===== src/rtl/transition_buffer_if.sv =====
`default_nettype none
// ==========================================================================
// Module  : transition_buffer_if
// Purpose : producer-side and consumer-side tuple streams of transition_buffer
// Rev     : 1.0  initial release
// ==========================================================================
interface transition_buffer_if #(
  parameter int STATES_WIDTH  = 8,
  parameter int ACTIONS_WIDTH = 2,
  parameter int DATA_WIDTH    = 16
);
  logic                     in_valid;
  logic                     in_ready;
  logic [STATES_WIDTH-1:0]  in_state;
  logic [STATES_WIDTH-1:0]  in_next_state;
  logic [ACTIONS_WIDTH-1:0] in_action;
  logic [DATA_WIDTH-1:0]    in_reward;

  logic                     out_valid;
  logic                     out_ready;
  logic [STATES_WIDTH-1:0]  out_state;
  logic [STATES_WIDTH-1:0]  out_next_state;
  logic [ACTIONS_WIDTH-1:0] out_action;
  logic [DATA_WIDTH-1:0]    out_reward;

  modport master (
    output in_valid, in_state, in_next_state, in_action, in_reward, out_ready,
    input  in_ready, out_valid, out_state, out_next_state, out_action, out_reward
  );

  modport slave (
    input  in_valid, in_state, in_next_state, in_action, in_reward, out_ready,
    output in_ready, out_valid, out_state, out_next_state, out_action, out_reward
  );
endinterface
`default_nettype wire


===== src/rtl/transition_buffer.sv =====
`default_nettype none
// ==========================================================================
// Module  : transition_buffer
// Purpose : FWFT FIFO of Q-learning transition tuples with RUN/DRAIN/DONE
//           end-of-episode control; TRANSITION_BUFFER_STATS_EN adds counters
// Rev     : 1.0  initial release
// ==========================================================================
module transition_buffer #(
  parameter int  STATES_WIDTH  = 8,
  parameter int  ACTIONS_WIDTH = 2,
  parameter int  DATA_WIDTH    = 16,
  parameter int  DEPTH         = 16,
  localparam int ADDR_WIDTH    = $clog2(DEPTH)
) (
  input  wire logic            clk,
  input  wire logic            rst_n,
  transition_buffer_if.slave   bus,
  input  wire logic            stop,
  input  wire logic            start,
  output logic                 done,
  output logic [ADDR_WIDTH:0]  count
`ifdef TRANSITION_BUFFER_STATS_EN
  ,
  output logic [15:0]          accepted_cnt,
  output logic [15:0]          delivered_cnt
`endif
);

  localparam int                  c_TUPLE_W   = 2*STATES_WIDTH + ACTIONS_WIDTH + DATA_WIDTH;
  localparam logic [ADDR_WIDTH:0] c_DEPTH_CNT = (ADDR_WIDTH+1)'(DEPTH);
  localparam logic [ADDR_WIDTH:0] c_CNT_ONE   = (ADDR_WIDTH+1)'(1);
  localparam logic [ADDR_WIDTH-1:0] c_PTR_ONE = ADDR_WIDTH'(1);

  typedef enum logic [1:0] {
    ST_RUN   = 2'd0,
    ST_DRAIN = 2'd1,
    ST_DONE  = 2'd2
  } state_t;

  state_t                 r_state;
  state_t                 w_state_nxt;
  logic [ADDR_WIDTH-1:0]  r_wr_ptr;
  logic [ADDR_WIDTH-1:0]  r_rd_ptr;
  logic [ADDR_WIDTH:0]    r_count;
  logic [c_TUPLE_W-1:0]   r_mem [DEPTH];

  logic                   w_full;
  logic                   w_in_ready;
  logic                   w_out_valid;
  logic                   w_done;
  logic                   w_push;
  logic                   w_pop;
  logic [c_TUPLE_W-1:0]   w_in_tuple;

  assign w_full      = (r_count == c_DEPTH_CNT);
  assign w_out_valid = (r_count != '0);
  assign w_push      = bus.in_valid && w_in_ready;
  assign w_pop       = w_out_valid && bus.out_ready;
  assign w_in_tuple  = {bus.in_state, bus.in_next_state, bus.in_action, bus.in_reward};

  always_comb begin
    w_state_nxt = r_state;
    w_in_ready  = 1'b0;
    w_done      = 1'b0;
    case (r_state)
      ST_RUN: begin
        // stop masks in_ready in the same cycle so a coincident tuple is refused
        w_in_ready = !w_full && !stop;
        if (stop) w_state_nxt = ST_DRAIN;
      end
      ST_DRAIN: begin
        if (r_count == '0) w_state_nxt = ST_DONE;
      end
      ST_DONE: begin
        w_done = 1'b1;
        if (start) w_state_nxt = ST_RUN;
      end
      default: w_state_nxt = ST_RUN;
    endcase
  end

  always_ff @(posedge clk or negedge rst_n) begin
    if (!rst_n) begin
      r_state  <= ST_RUN;
      r_wr_ptr <= '0;
      r_rd_ptr <= '0;
      r_count  <= '0;
    end else begin
      r_state <= w_state_nxt;
      if (w_push) r_wr_ptr <= r_wr_ptr + c_PTR_ONE;
      if (w_pop)  r_rd_ptr <= r_rd_ptr + c_PTR_ONE;
      case ({w_push, w_pop})
        2'b10:   r_count <= r_count + c_CNT_ONE;
        2'b01:   r_count <= r_count - c_CNT_ONE;
        default: r_count <= r_count;
      endcase
    end
  end

  // Storage is deliberately not reset; validity is carried by r_count alone.
  always_ff @(posedge clk) begin
    if (w_push) r_mem[r_wr_ptr] <= w_in_tuple;
  end

  assign {bus.out_state, bus.out_next_state, bus.out_action, bus.out_reward} = r_mem[r_rd_ptr];
  assign bus.out_valid = w_out_valid;
  assign bus.in_ready  = w_in_ready;
  assign done          = w_done;
  assign count         = r_count;

`ifdef TRANSITION_BUFFER_STATS_EN
  logic [15:0] r_acc_cnt;
  logic [15:0] r_del_cnt;
  logic        w_stats_clr;

  assign w_stats_clr = (r_state == ST_DONE) && start;

  always_ff @(posedge clk or negedge rst_n) begin
    if (!rst_n) begin
      r_acc_cnt <= '0;
      r_del_cnt <= '0;
    end else if (w_stats_clr) begin
      r_acc_cnt <= '0;
      r_del_cnt <= '0;
    end else begin
      if (w_push && (r_acc_cnt != 16'hFFFF)) r_acc_cnt <= r_acc_cnt + 16'd1;
      if (w_pop  && (r_del_cnt != 16'hFFFF)) r_del_cnt <= r_del_cnt + 16'd1;
    end
  end

  assign accepted_cnt  = r_acc_cnt;
  assign delivered_cnt = r_del_cnt;
`endif

endmodule
`default_nettype wire


===== src/flat_wrapper.sv =====
// flat-port wrapper written by rule: the top's interface ports become plain ports
module transition_buffer_flat 
#(
  parameter int  STATES_WIDTH  = 8,
  parameter int  ACTIONS_WIDTH = 2,
  parameter int  DATA_WIDTH    = 16,
  parameter int  DEPTH         = 16,
  localparam int ADDR_WIDTH    = $clog2(DEPTH)
)
  (clk, rst_n, stop, start, done, count, bus_in_valid, bus_in_state, bus_in_next_state, bus_in_action, bus_in_reward, bus_out_ready, bus_in_ready, bus_out_valid, bus_out_state, bus_out_next_state, bus_out_action, bus_out_reward);
  transition_buffer_if #(.STATES_WIDTH(STATES_WIDTH), .ACTIONS_WIDTH(ACTIONS_WIDTH), .DATA_WIDTH(DATA_WIDTH)) bus_i ();
  input  wire logic clk;
  input  wire logic rst_n;
  input  wire logic stop;
  input  wire logic start;
  output logic done;
  output logic [ADDR_WIDTH:0] count;
  input wire logic [$bits(bus_i.in_valid)-1:0] bus_in_valid;
  input wire logic [$bits(bus_i.in_state)-1:0] bus_in_state;
  input wire logic [$bits(bus_i.in_next_state)-1:0] bus_in_next_state;
  input wire logic [$bits(bus_i.in_action)-1:0] bus_in_action;
  input wire logic [$bits(bus_i.in_reward)-1:0] bus_in_reward;
  input wire logic [$bits(bus_i.out_ready)-1:0] bus_out_ready;
  output wire logic [$bits(bus_i.in_ready)-1:0] bus_in_ready;
  output wire logic [$bits(bus_i.out_valid)-1:0] bus_out_valid;
  output wire logic [$bits(bus_i.out_state)-1:0] bus_out_state;
  output wire logic [$bits(bus_i.out_next_state)-1:0] bus_out_next_state;
  output wire logic [$bits(bus_i.out_action)-1:0] bus_out_action;
  output wire logic [$bits(bus_i.out_reward)-1:0] bus_out_reward;
  assign bus_i.in_valid = bus_in_valid;
  assign bus_i.in_state = bus_in_state;
  assign bus_i.in_next_state = bus_in_next_state;
  assign bus_i.in_action = bus_in_action;
  assign bus_i.in_reward = bus_in_reward;
  assign bus_i.out_ready = bus_out_ready;
  assign bus_in_ready = bus_i.in_ready;
  assign bus_out_valid = bus_i.out_valid;
  assign bus_out_state = bus_i.out_state;
  assign bus_out_next_state = bus_i.out_next_state;
  assign bus_out_action = bus_i.out_action;
  assign bus_out_reward = bus_i.out_reward;
  transition_buffer #(.STATES_WIDTH(STATES_WIDTH), .ACTIONS_WIDTH(ACTIONS_WIDTH), .DATA_WIDTH(DATA_WIDTH), .DEPTH(DEPTH)) u_core (.clk(clk), .rst_n(rst_n), .bus(bus_i), .stop(stop), .start(start), .done(done), .count(count));
endmodule

===== config.mk =====
export PLATFORM = sky130hd
export DESIGN_NAME = transition_buffer_flat
export DESIGN_NICKNAME = d
export VERILOG_FILES = /design/src/rtl/transition_buffer_if.sv /design/src/rtl/transition_buffer.sv /design/src/flat_wrapper.sv
export SDC_FILE = /design/constraint.sdc
export NUM_CORES = 1
export LEC_CHECK = 0
export CAP_MARGIN = 40
export CORE_MARGIN = 3
export CORE_UTILIZATION = 55
export CTS_CLUSTER_DIAMETER = 80
export DETAILED_ROUTE_END_ITERATION = 6
export PLACE_DENSITY = 0.73
export SLEW_MARGIN = 5
export SYNTH_ARGS = -nofsm -noshare
export SYNTH_HDL_FRONTEND = slang
export SYNTH_SLANG_ARGS = --single-unit

===== constraint.sdc =====
create_clock -name clk -period 6.1 [get_ports clk]
set_clock_uncertainty 0.05 [all_clocks]
set_input_delay 0.915 -clock clk [delete_from_list [all_inputs] [get_ports clk]]
set_output_delay 0.915 -clock clk [all_outputs]
set_load 0.02 [all_outputs]

After elaboration in Yosys (flattened, before gate mapping)
Memory sizes are Yosys's and may differ from the RTL's.
Cells that the tools add are included.
Cells by class
  multiplexer cells: 9
  $add $sub $neg: 4
  reductions and logical operators: 10
  eq/ne operators: 8
Operators with widths (count)
  $pmux 5 s2: 1
  $add 4x1->4 const B: 2
  $mux 2: 3
  $pmux 2 s3: 1
  $add 5x1->5 const B: 1
  $eq 5x5->1 const B: 1
  $logic_not 5->1: 1
  $reduce_bool 5->1: 1
  $sub 5x1->5 const B: 1
  $eq 2x1->1 const B: 2
  $eq 2x2->1 const B: 2
  $mux 1: 4
  $ne 2x2->1 const B: 2
  $logic_and 1x1->1: 3
  $reduce_and 3->1: 1
  $logic_not 1->1: 2
  $logic_not 2->1: 1
  $ne 2x1->1 const B: 1
  $reduce_bool 2->1: 1
Word-level totals
  RAM bits: 544
  memories kept: 1
  bits of input ports: 40
  logic and storage cells: 36
  output and inout bits: 42
  register bits: 15
Memories
  u_core.r_mem: depth 16, bits a word 34, rd ports 1, clocked after memory_dff 0, write ports 1, RTL line transition_buffer.sv:45  | logic [c_TUPLE_W-1:0] r_mem [DEPTH];

Logic depth before layout (Yosys ltp)
  depth in word-level cells: 7
  mapped depth: 11

Worst setup path before layout
Ideal clock, no wire load.
  path kind: input-to-reg
  start point: input port stop
  end point: register u_core.r_count[4] (netlist: u_core.count[4])
  path slack: 3.150 ns
  buffers on the path: 1
  required time: 5.919 ns
  data arrival time: 2.769 ns
  stages on the path: 10
  cells stage by stage: nor3_1 -> o41a_4 -> nand2_1 -> ha_1 -> clkbuf_1 -> xor2_1 -> ha_1 -> o41ai_1 -> a31oi_1 -> xnor2_1
Between the ends
  cells in the longest elaborated chain, start to end: 6
  elaborated cells between the ends (all ways): 8
  classes of those cells: 2 x eq/ne; 2 x mux; 4 x reduce/logical
Ends and longest elaborated chain
  from (decl): RTL line flat_wrapper.sv:14  | input wire logic stop;
  $logic_not 1->1 *: RTL line transition_buffer.sv:68  | w_in_ready = !w_full && !stop;
  $logic_and 1x1->1 *: RTL line transition_buffer.sv:68
  $mux 1 *: RTL line transition_buffer.sv:65  | case (r_state)
  named net bus_in_ready: RTL line flat_wrapper.sv:24  | output wire logic [$bits(bus_i.in_ready)-1:0] bus_in_ready;
  $logic_and 1x1->1 *: RTL line transition_buffer.sv:57  | assign w_push = bus.in_valid && w_in_ready;
  $eq 2x1->1 or $eq 2x2->1 (tied branches): RTL line transition_buffer.sv:92  | case ({w_push, w_pop})
  $pmux 5 s2 or $reduce_bool 2->1 (tied branches)
  to (signal assigned): RTL line transition_buffer.sv:93  | 2'b10: r_count <= r_count + c_CNT_ONE;
  to (signal assigned): RTL line transition_buffer.sv:94  | 2'b01: r_count <= r_count - c_CNT_ONE;
  to (signal assigned): RTL line transition_buffer.sv:95  | default: r_count <= r_count;
  to (decl): RTL line transition_buffer.sv:44  | logic [ADDR_WIDTH:0] r_count;
Mark *: on every way through the listed nets, which the timed path passes. The rest lies on a longest branch.
A chain may end at the register's enable or synchronous reset.

Worst setup path in the final report
  start point: register u_core.r_rd_ptr[1]
  end point: output port bus_out_state[1]
Between the ends
  cells in the longest elaborated chain, start to end: 1
Ends and longest elaborated chain
  from (decl): RTL line transition_buffer.sv:43  | logic [ADDR_WIDTH-1:0] r_rd_ptr;
  from (signal assigned): RTL line transition_buffer.sv:91  | if (w_pop) r_rd_ptr <= r_rd_ptr + c_PTR_ONE;
  $mem_v2 16x34
  to (decl): RTL line flat_wrapper.sv:26  | output wire logic [$bits(bus_i.out_state)-1:0] bus_out_state;
No other way between the ends.

==> summary.md <==
| Metric | Value |
|---|---|
| Result of the run | finished, final reports clean |
| Placeable core region | 37,930 sq um |
| Capture endpoint of the worst hold path | u_core.r_state[0] |
| Cell breakdown of the critical path | buf_4, mux4_2, a22oi_1, nand2_1, clkdlybuf4s50_1 |
| CTS Buffer Depth | 3 |
| Worst endpoint required time | 5130 ps |
| Via density per instance | 6.172 |
| Final nets | 1,102 |
| Wire length of the first global-routing pass | 66,050 microns |
| Filler cells | 2,487 |
| Cts repair resizes | 0 |
| Path depth of the worst reg2reg path | 9 |
| CP max stage cell | dfrtp_4 |
| Chip height | 203.0 microns |
| Remaining Overflow, GRT | 0 |
| Synthesized Nets | 986 |
| Layer with the highest usage after global routing | met2 |
| Max-cap violation count | 0 |
| Final worst hold slack | 424.5 ps |
| Routability congestion estimate from global placement | 0.7481 |
| Share of flip-flops with an asynchronous set or reset | 0.02683 |
| Endpoint of the worst-slack reg-to-reg timing path | u_core.count[4] |
| Detailed placement HPWL | 21,980 microns |
| Setup fix buffers added after clock tree synthesis | 0 |
| Total length of routed wires | 43,580 microns |
| Final std cell area, no fill | 24,580 sq um |
| Start point of the worst min-delay path | u_core.r_state[1] |
| Setup repair after global routing missed its margin | no |
| CTS tree | built |
| Synth top area cells | edfxtp_1, mux4_2, a22oi_1, dfrtp_1, nand2_1 |
| Maximum single-stage delay on the critical path | 940 ps |
| Vias | 9,931 |
| Standard cell area after detailed placement | 22,870 sq um |
| Final std cells w/o fill | 1,609 |
| Met2 track demand over resource in global routing | 0.3404 |
| Number of pins exceeding their max-slew limit in the final report | 0 |
| Die footprint | 41,220 sq um |
| Post-Route Utilization | 0.6480 |
| Width of the die | 203.0 microns |
| Clock latency on the worst-skew pair | 600 ps |
| Critical path's top delay family | buffers and inverters |
| Total number of placement rows | 71 |
| Post-CTS Hold Fix Bufs | 0 |
| Arrival time worst endpoint | 3360 ps |
| Placed cells | 1,509 |
| Main flop type after synthesis | edfxtp_1 |
| Power density over cell area | 442.2 nW/um^2 |
| Post-synthesis to final-layout area growth | 15.12% |
| Leading cell type in the layout, fill and taps excluded | edfxtp_1 |
| Number of global-route vias before repair | 10,367 |
| TritonCTS sink count | 559 |
| Number of enable flip-flop cells after synthesis | 544 |
| Critical path start-end classification | flop to primary output |
| Peak supply drop | 0.0002891 V |
| Number of storage elements in the synthesis netlist | 559 |
| Post-route total power | 10.87 mW |
| GR Layer Usage met3 | 0.03992 |
| Highest clock frequency the design can meet | 231.0 MHz |
| Dpl ws | 2321 ps |
| Minimum setup slack among reg-to-reg paths | 3140 ps |
| Fraction of final layout cells sized beyond drive strength 1 | 0.2432 |
| Highest-count cells in the layout ignoring fill and taps | edfxtp_1, mux4_2, clkdlybuf4s50_1 |
| Worst Hold Class | flop to flop |
| Static Leak | 7.848 nW |
| Number of clock buffers inserted by TritonCTS | 53 |
| Cell type contributing the most total cell area after synthesis | edfxtp_1 |
| Number of antenna diodes | 0 |
| Post-synth cell types | 40 |
| Critical Path Start Type | flop |
| Tot GR Track Use | 0.2172 |
| Cell count of the worst hold path | 1 |
| Clock slew at the register clock pins of the worst setup and hold paths | 60 ps |
| Final worst setup slack | 1771 ps |
| Syn avg cell area | 22.79 sq um |
| Final sum of negative setup slack | 0 ps |
| Critical path fanouts, max | 54 |
| Routed WL per cell | 27.08 microns |
| Drt first-iter violations | 903 |
| I/O Buffers | 81 |
| Starting density of the core | 0.5629 |
| Slew at the pin with the worst max-slew slack | 815.9 ps |
| Period Utilization, post-route | 0.7097 |
| Final number of setup-violating endpoints | 0 |
| Drt drc | 0 |
| Number of placed I/O pins | 82 |
| Number of H-tree levels | 2 |
| Number of nets with antenna violations after detailed routing | 0 |
| Total number of yosys warnings | 0 |
| Antenna violations before repair | 1 |
| Min Clock Period, post-route | 4329 ps |
| Final-report hold violation count | 0 |
| Crit end category | primary output |
| GRT met1 Usage | 0.3207 |
| Pin count of the biggest net entering global routing | 59 |
| Normalized max-slew margin | 0.4561 |
| Worst flop-to-flop path startpoint | u_core.count[1] |
| Synth top area share | 0.7651 |
| Detailed-router iteration count before antenna repair | 5 |
| Sequential area share after synthesis | 0.7827 |
| Post-synthesis cell count | 937 |
| Total standard cell area after synthesis | 21,350 sq um |
| CTS Root Cell | clkbuf_16 |
| Critical path buffers and inverters | 2 |
-- cell type report --
cell class                 count  area (sq um)  share of cell area
clock buffer                  60          1374             0.05589
clock inverter                40         337.8             0.01374
inverter                       4         15.01           0.0006108
multi-input combinational    326          4410              0.1794
sequential                   559         16720              0.6801
tap                          511         639.4             0.02601
timing repair buffer         109          1086             0.04418
-- sequential cells by signal, summed over array words and instances (netlist names) --
signal and flops:
u_core.count 5, u_core.r_wr_ptr 4, u_core.r_rd_ptr 4, u_core.r_state 2
u_core.r_mem 544
-- synth_stat cells, types with 2 or more instances --
cell / count
ha_1: 9
and4b_1: 2
nor2_1: 5
mux2_2: 3
and2_1: 17
buf_1: 12
buf_4: 8
clkbuf_1: 19
dfrtp_1: 15
xor2_1: 4
buf_2: 3
a21o_1: 2
nand3_1: 4
a21oi_1: 3
o21ai_0: 4
xnor2_1: 7
a22oi_1: 68
mux4_2: 136
inv_1: 4
mux2i_1: 2
nor2b_1: 3
buf_6: 6
nand2b_1: 3
edfxtp_1: 544
nand2_1: 39
-- report_power, final --
group | switching, mW | internal [mW]
clock | 1.37 | 1.83
combinational | 1.62 | 1.58
sequential | 0.164 | 4.30
-- per-layer routing --
metal / up-vias / wire, microns
met1: 5247 / 17870
li1: 4205 / -
met5: - / 17
met2: 401 / 21450
met3: 76 / 3226
met4: 2 / 1004
-- cells by family after synthesis --
family                     after synthesis  synth area share
DFF                                    559            0.7827
muxes                                  141            0.1460
and+or+nand+nor                         83           0.01992
AOI/OAI and AO/OA                       82           0.02883
buffers and inverters                   52           0.01283
xor gates and xnor gates                11          0.004512
adders and majority gates                9          0.005274
-- worst max-delay path by stage --
stage	slack (ps)	startpoint	endpoint	depth (start not counted)
3_5_place_dp	2320	u_core.r_rd_ptr[1]	bus_out_state[0]	5
6_report	1770	u_core.r_rd_ptr[1]	bus_out_state[1]	5
2_1_floorplan	3150	stop	u_core.count[4]	10
4_1_cts	1690	u_core.r_rd_ptr[1]	bus_out_state[0]	5
5_1_grt	1600	u_core.r_rd_ptr[1]	bus_out_state[2]	5
3_3_place_gp	2070	u_core.r_rd_ptr[0]	bus_out_state[5]	5
Power figures use the tool's default switching activity.
